**config.mk**
```make
export PLATFORM = sky130hd
export DESIGN_NAME = site_stim_gen_flat
export DESIGN_NICKNAME = d
export VERILOG_FILES = /design/src/rtl/site_stim_pkg.sv /design/src/rtl/site_stim_if.sv /design/src/rtl/site_stim_lfsr.sv /design/src/rtl/site_stim_gen.sv /design/src/flat_wrapper.sv
export SDC_FILE = /design/constraint.sdc
export NUM_CORES = 1
export LEC_CHECK = 0
export CORE_ASPECT_RATIO = 1.4
export CORE_UTILIZATION = 40
export DETAILED_ROUTE_END_ITERATION = 10
export PLACE_DENSITY_LB_ADDON = 0.15
export SYNTH_ARGS = -nofsm -noshare
export SYNTH_HDL_FRONTEND = slang
export SYNTH_SLANG_ARGS = --single-unit
```
**constraint.sdc**
```tcl
create_clock -name clk -period 1.82 [get_ports clk]
set_input_delay 0.273 -clock clk [delete_from_list [all_inputs] [get_ports clk]]
set_output_delay 0.273 -clock clk [all_outputs]
set_load 0.05 [all_outputs]
```
**src/rtl/site_stim_pkg.sv**
```systemverilog
// Shared types and defaults for the site stimulus generator.
// Mode/state encodings and LFSR defaults live here.
package site_stim_pkg;

    typedef enum logic [1:0] {
        WALK1 = 2'd0,
        WALK0 = 2'd1,
        LFSR  = 2'd2,
        CONST = 2'd3
    } mode_e;

    typedef enum logic [1:0] {
        S_IDLE = 2'd0,
        S_RUN  = 2'd1,
        S_DONE = 2'd2
    } state_e;

    localparam logic [15:0] DEF_SEED = 16'hACE1;
    localparam logic [15:0] DEF_TAPS = 16'hB400;

    // A zero LFSR seed would lock up, so it is replaced by 1.
    function automatic logic [63:0] fix_seed(logic [63:0] s, int unsigned w);
        logic [63:0] m;
        m = (w >= 64) ? '1 : ((64'd1 << w) - 64'd1);
        return ((s & m) == '0) ? 64'd1 : (s & m);
    endfunction

endpackage

```
**src/rtl/site_stim_if.sv**
```systemverilog
// Control and stimulus bundle between a sequencer and site_stim_gen.
// master drives the run controls; slave is the generator.
interface site_stim_if #(
    parameter int unsigned WIDTH = 16,
    parameter int unsigned NVEC  = 16
) ();

    logic                    start;
    logic                    abort;
    logic [1:0]              mode;
    logic [WIDTH-1:0]        pattern;
    logic [WIDTH-1:0]        stim;
    logic                    stim_valid;
    logic [$clog2(NVEC):0]   vec_idx;
    logic                    busy;
    logic                    done;

    modport master (
        output start, abort, mode, pattern,
        input  stim, stim_valid, vec_idx, busy, done
    );

    modport slave (
        input  start, abort, mode, pattern,
        output stim, stim_valid, vec_idx, busy, done
    );

endinterface

```
**src/rtl/site_stim_lfsr.sv**
```systemverilog
// Fibonacci-style shift-left LFSR with load and step controls.
// Shared with the capture compactor, so it stays self-contained.
module site_stim_lfsr
    import site_stim_pkg::*;
#(
    parameter int unsigned WIDTH = 16,
    parameter logic [63:0] TAPS  = 64'(DEF_TAPS)
) (
    input  logic             clk,
    input  logic             rst_n,
    input  logic             load,
    input  logic             step,
    input  logic [WIDTH-1:0] load_val,
    output logic [WIDTH-1:0] q
);

    localparam logic [WIDTH-1:0] TAP_W = TAPS[WIDTH-1:0];

    logic [WIDTH-1:0] lfsr_q;
    logic [WIDTH-1:0] lfsr_d;
    logic             fb;

    always_comb begin
        fb     = ^(lfsr_q & TAP_W);
        lfsr_d = lfsr_q;
        if (load) begin
            lfsr_d = load_val;
        end else if (step) begin
            lfsr_d = {lfsr_q[WIDTH-2:0], fb};
        end
    end

    always_ff @(posedge clk or negedge rst_n) begin
        if (!rst_n) begin
            lfsr_q <= '0;
        end else begin
            lfsr_q <= lfsr_d;
        end
    end

    assign q = lfsr_q;

endmodule

```
**src/rtl/site_stim_gen.sv**
```systemverilog
// Stimulus generator: plays NVEC vectors, each held HOLD cycles,
// in one of four pattern modes, then pulses done for one cycle.
module site_stim_gen
    import site_stim_pkg::*;
#(
    parameter int unsigned WIDTH = 16,
    parameter int unsigned NVEC  = 16,
    parameter int unsigned HOLD  = 4,
    parameter logic [63:0] SEED  = 64'(DEF_SEED),
    parameter logic [63:0] TAPS  = 64'(DEF_TAPS)
) (
    input  logic       clk,
    input  logic       rst_n,
    site_stim_if.slave bus
);

    localparam int unsigned IW = $clog2(NVEC) + 1;
    localparam int unsigned HW = $clog2(HOLD) + 1;
    localparam logic [63:0] SEED_FIX = fix_seed(SEED, WIDTH);
    localparam logic [WIDTH-1:0] SEED_W = SEED_FIX[WIDTH-1:0];
    localparam logic [IW-1:0] LAST_IDX = IW'(NVEC - 1);
    localparam logic [HW-1:0] HOLD_LD = HW'(HOLD - 1);

    state_e           state_q, state_d;
    mode_e            mode_q, mode_d;
    logic [WIDTH-1:0] pat_q, pat_d;
    logic [WIDTH-1:0] walk_q, walk_d;
    logic [IW-1:0]    idx_q, idx_d;
    logic [HW-1:0]    hold_q, hold_d;

    logic             lfsr_ld;
    logic             lfsr_step;
    logic [WIDTH-1:0] lfsr_val;
    logic [WIDTH-1:0] stim_mux;

    site_stim_lfsr #(
        .WIDTH (WIDTH),
        .TAPS  (TAPS)
    ) u_lfsr (
        .clk      (clk),
        .rst_n    (rst_n),
        .load     (lfsr_ld),
        .step     (lfsr_step),
        .load_val (SEED_W),
        .q        (lfsr_val)
    );

    always_comb begin
        state_d   = state_q;
        mode_d    = mode_q;
        pat_d     = pat_q;
        walk_d    = walk_q;
        idx_d     = idx_q;
        hold_d    = hold_q;
        lfsr_ld   = 1'b0;
        lfsr_step = 1'b0;
        unique case (state_q)
            S_IDLE: begin
                if (bus.start) begin
                    state_d = S_RUN;
                    mode_d  = mode_e'(bus.mode);
                    pat_d   = bus.pattern;
                    walk_d  = WIDTH'(1);
                    idx_d   = '0;
                    hold_d  = HOLD_LD;
                    lfsr_ld = 1'b1;
                end
            end
            S_RUN: begin
                // Abort wins over a completion in the same cycle.
                if (bus.abort) begin
                    state_d = S_IDLE;
                    idx_d   = '0;
                    hold_d  = '0;
                end else if (hold_q == '0) begin
                    if (idx_q == LAST_IDX) begin
                        state_d = S_DONE;
                        idx_d   = '0;
                    end else begin
                        idx_d     = idx_q + 1'b1;
                        walk_d    = {walk_q[WIDTH-2:0], walk_q[WIDTH-1]};
                        hold_d    = HOLD_LD;
                        lfsr_step = 1'b1;
                    end
                end else begin
                    hold_d = hold_q - 1'b1;
                end
            end
            S_DONE: begin
                state_d = S_IDLE;
            end
            default: begin
                state_d = S_IDLE;
            end
        endcase
    end

    always_ff @(posedge clk or negedge rst_n) begin
        if (!rst_n) begin
            state_q <= S_IDLE;
            mode_q  <= WALK1;
            pat_q   <= '0;
            walk_q  <= '0;
            idx_q   <= '0;
            hold_q  <= '0;
        end else begin
            state_q <= state_d;
            mode_q  <= mode_d;
            pat_q   <= pat_d;
            walk_q  <= walk_d;
            idx_q   <= idx_d;
            hold_q  <= hold_d;
        end
    end

    always_comb begin
        stim_mux = '0;
        if (state_q == S_RUN) begin
            unique case (mode_q)
                WALK1:   stim_mux = walk_q;
                WALK0:   stim_mux = ~walk_q;
                LFSR:    stim_mux = lfsr_val;
                CONST:   stim_mux = pat_q;
                default: stim_mux = '0;
            endcase
        end
    end

    assign bus.stim       = stim_mux;
    assign bus.stim_valid = (state_q == S_RUN);
    assign bus.busy       = (state_q == S_RUN);
    assign bus.done       = (state_q == S_DONE);
    assign bus.vec_idx    = idx_q;

endmodule
```
**src/flat_wrapper.sv**
```systemverilog
// flat-port wrapper written by rule: the top's interface ports become plain ports
module site_stim_gen_flat import site_stim_pkg::*;
#(
    parameter int unsigned WIDTH = 16,
    parameter int unsigned NVEC  = 16,
    parameter int unsigned HOLD  = 4,
    parameter logic [63:0] SEED  = 64'(DEF_SEED),
    parameter logic [63:0] TAPS  = 64'(DEF_TAPS)
)
  (clk, rst_n, bus_start, bus_abort, bus_mode, bus_pattern, bus_stim, bus_stim_valid, bus_vec_idx, bus_busy, bus_done);
  site_stim_if #(.WIDTH(WIDTH), .NVEC(NVEC)) bus_i ();
  input  logic clk;
  input  logic rst_n;
  input wire logic [$bits(bus_i.start)-1:0] bus_start;
  input wire logic [$bits(bus_i.abort)-1:0] bus_abort;
  input wire logic [$bits(bus_i.mode)-1:0] bus_mode;
  input wire logic [$bits(bus_i.pattern)-1:0] bus_pattern;
  output wire logic [$bits(bus_i.stim)-1:0] bus_stim;
  output wire logic [$bits(bus_i.stim_valid)-1:0] bus_stim_valid;
  output wire logic [$bits(bus_i.vec_idx)-1:0] bus_vec_idx;
  output wire logic [$bits(bus_i.busy)-1:0] bus_busy;
  output wire logic [$bits(bus_i.done)-1:0] bus_done;
  assign bus_i.start = bus_start;
  assign bus_i.abort = bus_abort;
  assign bus_i.mode = bus_mode;
  assign bus_i.pattern = bus_pattern;
  assign bus_stim = bus_i.stim;
  assign bus_stim_valid = bus_i.stim_valid;
  assign bus_vec_idx = bus_i.vec_idx;
  assign bus_busy = bus_i.busy;
  assign bus_done = bus_i.done;
  site_stim_gen #(.WIDTH(WIDTH), .NVEC(NVEC), .HOLD(HOLD), .SEED(SEED), .TAPS(TAPS)) u_core (.clk(clk), .rst_n(rst_n), .bus(bus_i));
endmodule
```
---- Yosys cells after proc, flatten, opt, wreduce, memory -nomap -nowiden ----
Index checks and enable logic that the tools add are counted.
word-level totals
  output and inout bits ................... 24
  memories kept ........................... 0
  bits in latches ......................... 0
  bits in writable memories ............... 0
  register bits ........................... 60
  bits in read-only memories .............. 0
  logic and storage cells ................. 64
operators by class
  shift-type cells ........................ 0
  multipliers ............................. 0
  bitwise gates (word level) .............. 1
  add/subtract/negate cells ............... 2
  muxes and demuxes ....................... 30
  eq/ne operators ......................... 13
  order comparisons ....................... 0
  reduce and logical (&&, ||, !) cells .... 11
  divide/modulo/power cells ............... 0
operator list
  operator                                               number
  two-way mux 16 bit                                     7
  case mux 16 bit (4 select lines)                       1
  case mux 16 bit (2 select lines)                       1
  two-way mux 5 bit                                      4
  inverter 16 bit                                        1
  parity 16 bit                                          1
  two-way mux 3 bit                                      4
  case mux 5 bit (2 select lines)                        1
  AND reduction 3 bit                                    3
  two-way mux 2 bit                                      4
  == test 2 bit, second input constant                   3
  two-way mux 1 bit                                      6
  inequality test 2 bit, second input constant           3
  inequality test 3 x 2 -> 1 bit, second input constant  2
  case mux 3 bit (2 select lines)                        1
  adder 5 x 1 -> 5 bit, second input constant            1
  == test 5 x 4 -> 1 bit, second input constant          1
  AND reduction 5 bit                                    1
  == test 2 x 1 -> 1 bit, second input constant          2
  logical NOT 2 bit                                      2
  inequality test 4 bit, second input constant           1
  case mux 2 bit (2 select lines)                        1
  nonzero test 2 bit                                     2
  logical NOT 3 bit                                      1
  other kinds (3)                                        3

---- Depth between registers and ports, before layout ----
  word-level depth ........................ 7
  mapped depth ............................ 8
  gate-level depth less buffers ........... 6

---- Modules after synthesis ----
From an unflattened synthesis, not the netlist that was laid out.
second synthesis, totals
  cells, all modules ...................... 317
  area total of the unflattened synthesis .. 3295.7 µm²
by module, submodules not included
  module          sequential area each (µm²)  area an instance (µm²)  instances  cells an instance
  site_stim_gen   1101.1                      2513.7                  1          244
  site_stim_lfsr  400.4                       782.0                   1          73

---- Least setup slack after synthesis ----
No wires, ideal clock.
  path kind ............................... register to output
  start point ............................. reg u_core.state_q[1]
  end point ............................... out bus_stim[10]
  data arrival time ....................... 2.232 ns
  slack ................................... -0.685 ns
  stages on the path, launching flop included .. 6
  data required time ...................... 1.547 ns
  path through ............................ dfrtp_1 -> nand2b_1 -> buf_6 -> clkbuf_1 -> buf_1 -> a211oi_1
on the way
  longest elaborated chain between the ends .. 2
RTL lines
  item                      RTL line              text
  start: declaration        site_stim_gen.sv:24   state_e state_q, state_d;
  start signal: assignment  site_stim_gen.sv:107  state_q <= state_d;
  == test 2 x 1 -> 1 bit    site_stim_gen.sv:118  if (state_q == S_RUN) begin
  two-way mux 16 bit        site_stim_gen.sv:118
  end: declaration          flat_wrapper.sv:18    output wire logic [$bits(bus_i.stim)-1:0] bus_stim;
Every way passes these cells.

---- Final worst setup path ----
  start point ............................. reg u_core.mode_q[0]
  end point ............................... out bus_stim[3]
on the way
  longest elaborated chain between the ends .. 3
  elaborated cells between the ends (all ways) .. 6
  classes of those cells .................. eq/ne: 3; mux: 2; reduce/logical: 1
RTL lines
  item                                         RTL line              text
  start: declaration                           site_stim_gen.sv:25   mode_e mode_q, mode_d;
  start signal: assignment                     site_stim_gen.sv:108  mode_q <= mode_d;
  == test 2 bit, or another cell as far along  site_stim_gen.sv:119  unique case (mode_q)
  case mux 16 bit (4 select lines) (*)         site_stim_gen.sv:119
  two-way mux 16 bit (*)                       site_stim_gen.sv:118
Every way passes the cells marked *; elsewhere a longest branch is shown, timed or not.

==> results.json <==
{
  "run_status": "complete, but fails checks",
  "violations": "setup timing",
  "route.met2.wl_mm": 4.35,
  "vias_per_cell": 5.16,
  "maxSlewViolCount": 0,
  "crit_chain": "clkbuf_16 > mux2i_2 > a211oi_4 > buf_12",
  "dr.pass1.iters": 5,
  "synth_cells": 354,
  "fin_crit_sh_pct": 108,
  "holdCritPathClass": "in2reg",
  "area_growth_pct": 49.0,
  "clockBufferDepth": 2,
  "yosysWarnings": 0,
  "syn_area_per_cell_um2": 9.09,
  "yosys-top-cells-area": "dfrtp_1 (47%), nand2_1 (12%), mux2i_1 (5.0%), nand3_2 (5.0%), xor2_1 (4.4%)",
  "rsz0062_at_grt": "yes",
  "start_util_pct": 41.3,
  "drive_gt1_share_pct": 34.0,
  "crit_buf_inv": 2,
  "worstHoldStart": "bus_mode[0]",
  "dp_hpwl_mm": 5.17,
  "stdcell_count": 523,
  "whs_path_depth": 3,
  "ant_nets": 0,
  "crit_slowest_cell": "dfrtp_2",
  "finalSetupViolations": 30,
  "grt_remaining_overflow": 0,
  "maxSlewHeadroom_pct": 67.1,
  "die_h_um": 108,
  "clk_pin_slew_ns": 0.07,
  "vias": 2700,
  "netlist.area_leader.share_pct": 46.6,
  "path_class": "reg2out",
  "drt-total-wl_mm": 8.57,
  "die_x_um": 77.8,
  "postPlaceCellArea_um2": 4300,
  "cp.arrival_ns": 1.69,
  "endpoint_kind": "primary output",
  "power_frac_comb_pct": 43.1,
  "cpPeakStageDelay_ns": 0.49,
  "wl_met1_mm": 3.81,
  "final_common_cell": "nand2_1",
  "h-tree-depth": 3,
  "critPathTopFamily": "flip-flops",
  "core_area_um2": 7800,
  "wl_per_cell_um": 16.4,
  "drt_iter0_markers": 268,
  "seq_area_frac_synth_pct": 46.6,
  "port_buffers": 45,
  "synth_seq_cells": 60,
  "clkLatencyLatePin_ns": 0.34,
  "hold_viol": 0,
  "first_global_vias": 2653,
  "r2r-start": "u_core.bus.vec_idx[1]$_DFFE_PN0P_",
  "hold_end": "u_core.mode_q[0]$_DFFE_PN0P_",
  "globalplace.congestion": 0.847,
  "dp.cells": 496,
  "clockRootBuffer": "clkbuf_8",
  "total_power_uw": 5170,
  "synth-xor-area-share_pct": 5.44,
  "antenna_found_initial": 0,
  "synth_top_family_by_area": "simple AND/OR/NAND/NOR gates",
  "most-common-layout-cells": "nand2_1 (103), dfrtp_1 (56), buf_4 (25)",
  "stdcell_area_um2": 4800,
  "io_pins": 46,
  "synthAdderAreaFrac_pct": 1.17,
  "synth_compound_area_share_pct": 9.37,
  "timing.rr.end": "u_core.u_lfsr.q[0]$_DFFE_PN0P_",
  "grt_use_total_pct": 20.5,
  "maxCapViolations": 0,
  "hold_slack_ns": 0.450,
  "drc": 0,
  "cp.depth": 4,
  "clockPowerShare_pct": 24.3,
  "setup_ws_ns": -0.141,
  "period_minus_slack_ns": 1.96,
  "yosysTopAreaCell": "dfrtp_1",
  "synthMuxAreaShare_pct": 4.97,
  "n_antenna_cell": 0,
  "finish.utilization_pct": 61.5,
  "synth_simple_gate_area_share_pct": 26.7,
  "grt_max_degree": 61,
  "finalClockSkew_ns": 0.00617,
  "p_int_uw": 3250,
  "max_freq_mhz": 510,
  "pwr-share-seq_pct": 32.6,
  "critPathRequiredTime_ns": 1.55,
  "routed.top_layer": "met4",
  "r2r_cells": 6,
  "cp-startpoint": "u_core.mode_q[0]$_DFFE_PN0P_",
  "dieArea_um2": 8420,
  "syn_area_um2": 3220,
  "wl_met3_um": 255,
  "finalNetCount": 444,
  "critPathMaxFanout": 8,
  "ys_types": 36,
  "p_sw_share_pct": 37.2,
  "cts_tree": "done",
  "r2r_setup_slack_ns": -0.04,
  "synth_nets": 379,
  "p_per_area_nw_per_um2": 1080,
  "grt_pass1_wl_mm": 13.0,
  "rows": 38,
  "vdd_drop_max_mv": 0.618,
  "p_leak_uw": 0.00216,
  "tightest_slew_ns": 0.492,
  "cts_buffers": 9,
  "cts_sinks": 60,
  "p_switching_uw": 1920,
  "critPathLaunchType": "flop"
}
[final cells by class]
type	count	area [um^2]
fill	692	3000
multi-input combinational	262	1850
sequential	60	1510
timing repair buffer	81	1080
clock buffer	14	173
tap	100	125
clock inverter	1	30.0
inverter	5	23.8
[sequential cells by signal, indices dropped and copies added (netlist names)]
signal              cells
u_core.bus.vec_idx      5
u_core.walk_q          16
u_core.mode_q           2
u_core.u_lfsr.q        16
u_core.hold_q           3
u_core.pat_q           16
u_core.state_q          2
[cells in the mapped netlist, drive strengths merged]
cell type	count
a211oi	16
a21boi	1
a21oi	4
a311oi	1
a31oi	2
a32o	2
and2	1
and2b	1
and4b	1
buf	17
clkbuf	11
clkinv	1
dfrtp	60
ha	3
inv	4
mux2i	16
nand2	105
nand2b	2
nand3	40
nor2	24
nor2b	2
nor3	3
nor4	1
o21ai	11
o21bai	1
o22a	1
o31ai	2
or4	1
xnor2	4
xor2	16
[worst max-delay path by stage]
stage,endpoint,slack [ns]
final,bus_stim[3],-0.14
after global routing,bus_stim[11],-0.21
after CTS,bus_stim[15],-0.13
after detailed placement,u_core.walk_q[10]$_DFFE_PN0P_,0.05
after global placement,u_core.u_lfsr.q[5]$_DFFE_PN0P_,0.05
after floorplan,bus_stim[12],-0.16
[tightest hold or removal path, delay by kind of cell]
family	cells	cell delay, ns
simple gates	2	0.09
buf+inv	1	0.40
[metal layers]
metal | global-route usage (%) | up-vias
li1 | - | 1296
met1 | 25.7 | 1327
met2 | 34.6 | 63
met3 | 4.47 | 14
met4 | 7.55 | 0
met5 | 0 | -
[stage by stage]
stage | worst slack [ns] | TNS, ns
after global placement | 0.0489 | 0
after CTS | -0.130 | -1.57
after global routing | -0.212 | -3.62
after detailed placement | 0.0463 | 0
final | -0.141 | -2.07
after floorplan | -0.160 | -2.29
[power by group through the flow]
| stage | logic (uW) | registers (uW) | clock network (uW) |
|---|---|---|---|
| final | 2230 | 1690 | 1260 |
| after global routing | 2370 | 1710 | 1330 |
| after CTS | 2140 | 1680 | 1270 |
| after detailed placement | 2070 | 1690 | 0 |
| after global placement | 2050 | 1680 | 0 |
| after floorplan | 1320 | 1670 | 0 |
[repair_timing]
action / 4_1_cts / 5_1_grt
hold endpoints to repair: 60 / 0
setup buffers: 0 / 3
hold buffers: 1 / 0
resized for setup: 9 / 14
pin swaps: 4 / 14
setup endpoints to repair: 18 / 47
gates cloned: 1 / 7
[cell families after synthesis]
group / after synthesis
mux: 16
xor+xnor: 20
buf+inv: 33
compound gates: 41
fa+ha+maj: 3
flops: 60
simple gates: 181
(Power assumes the default switching activity.)
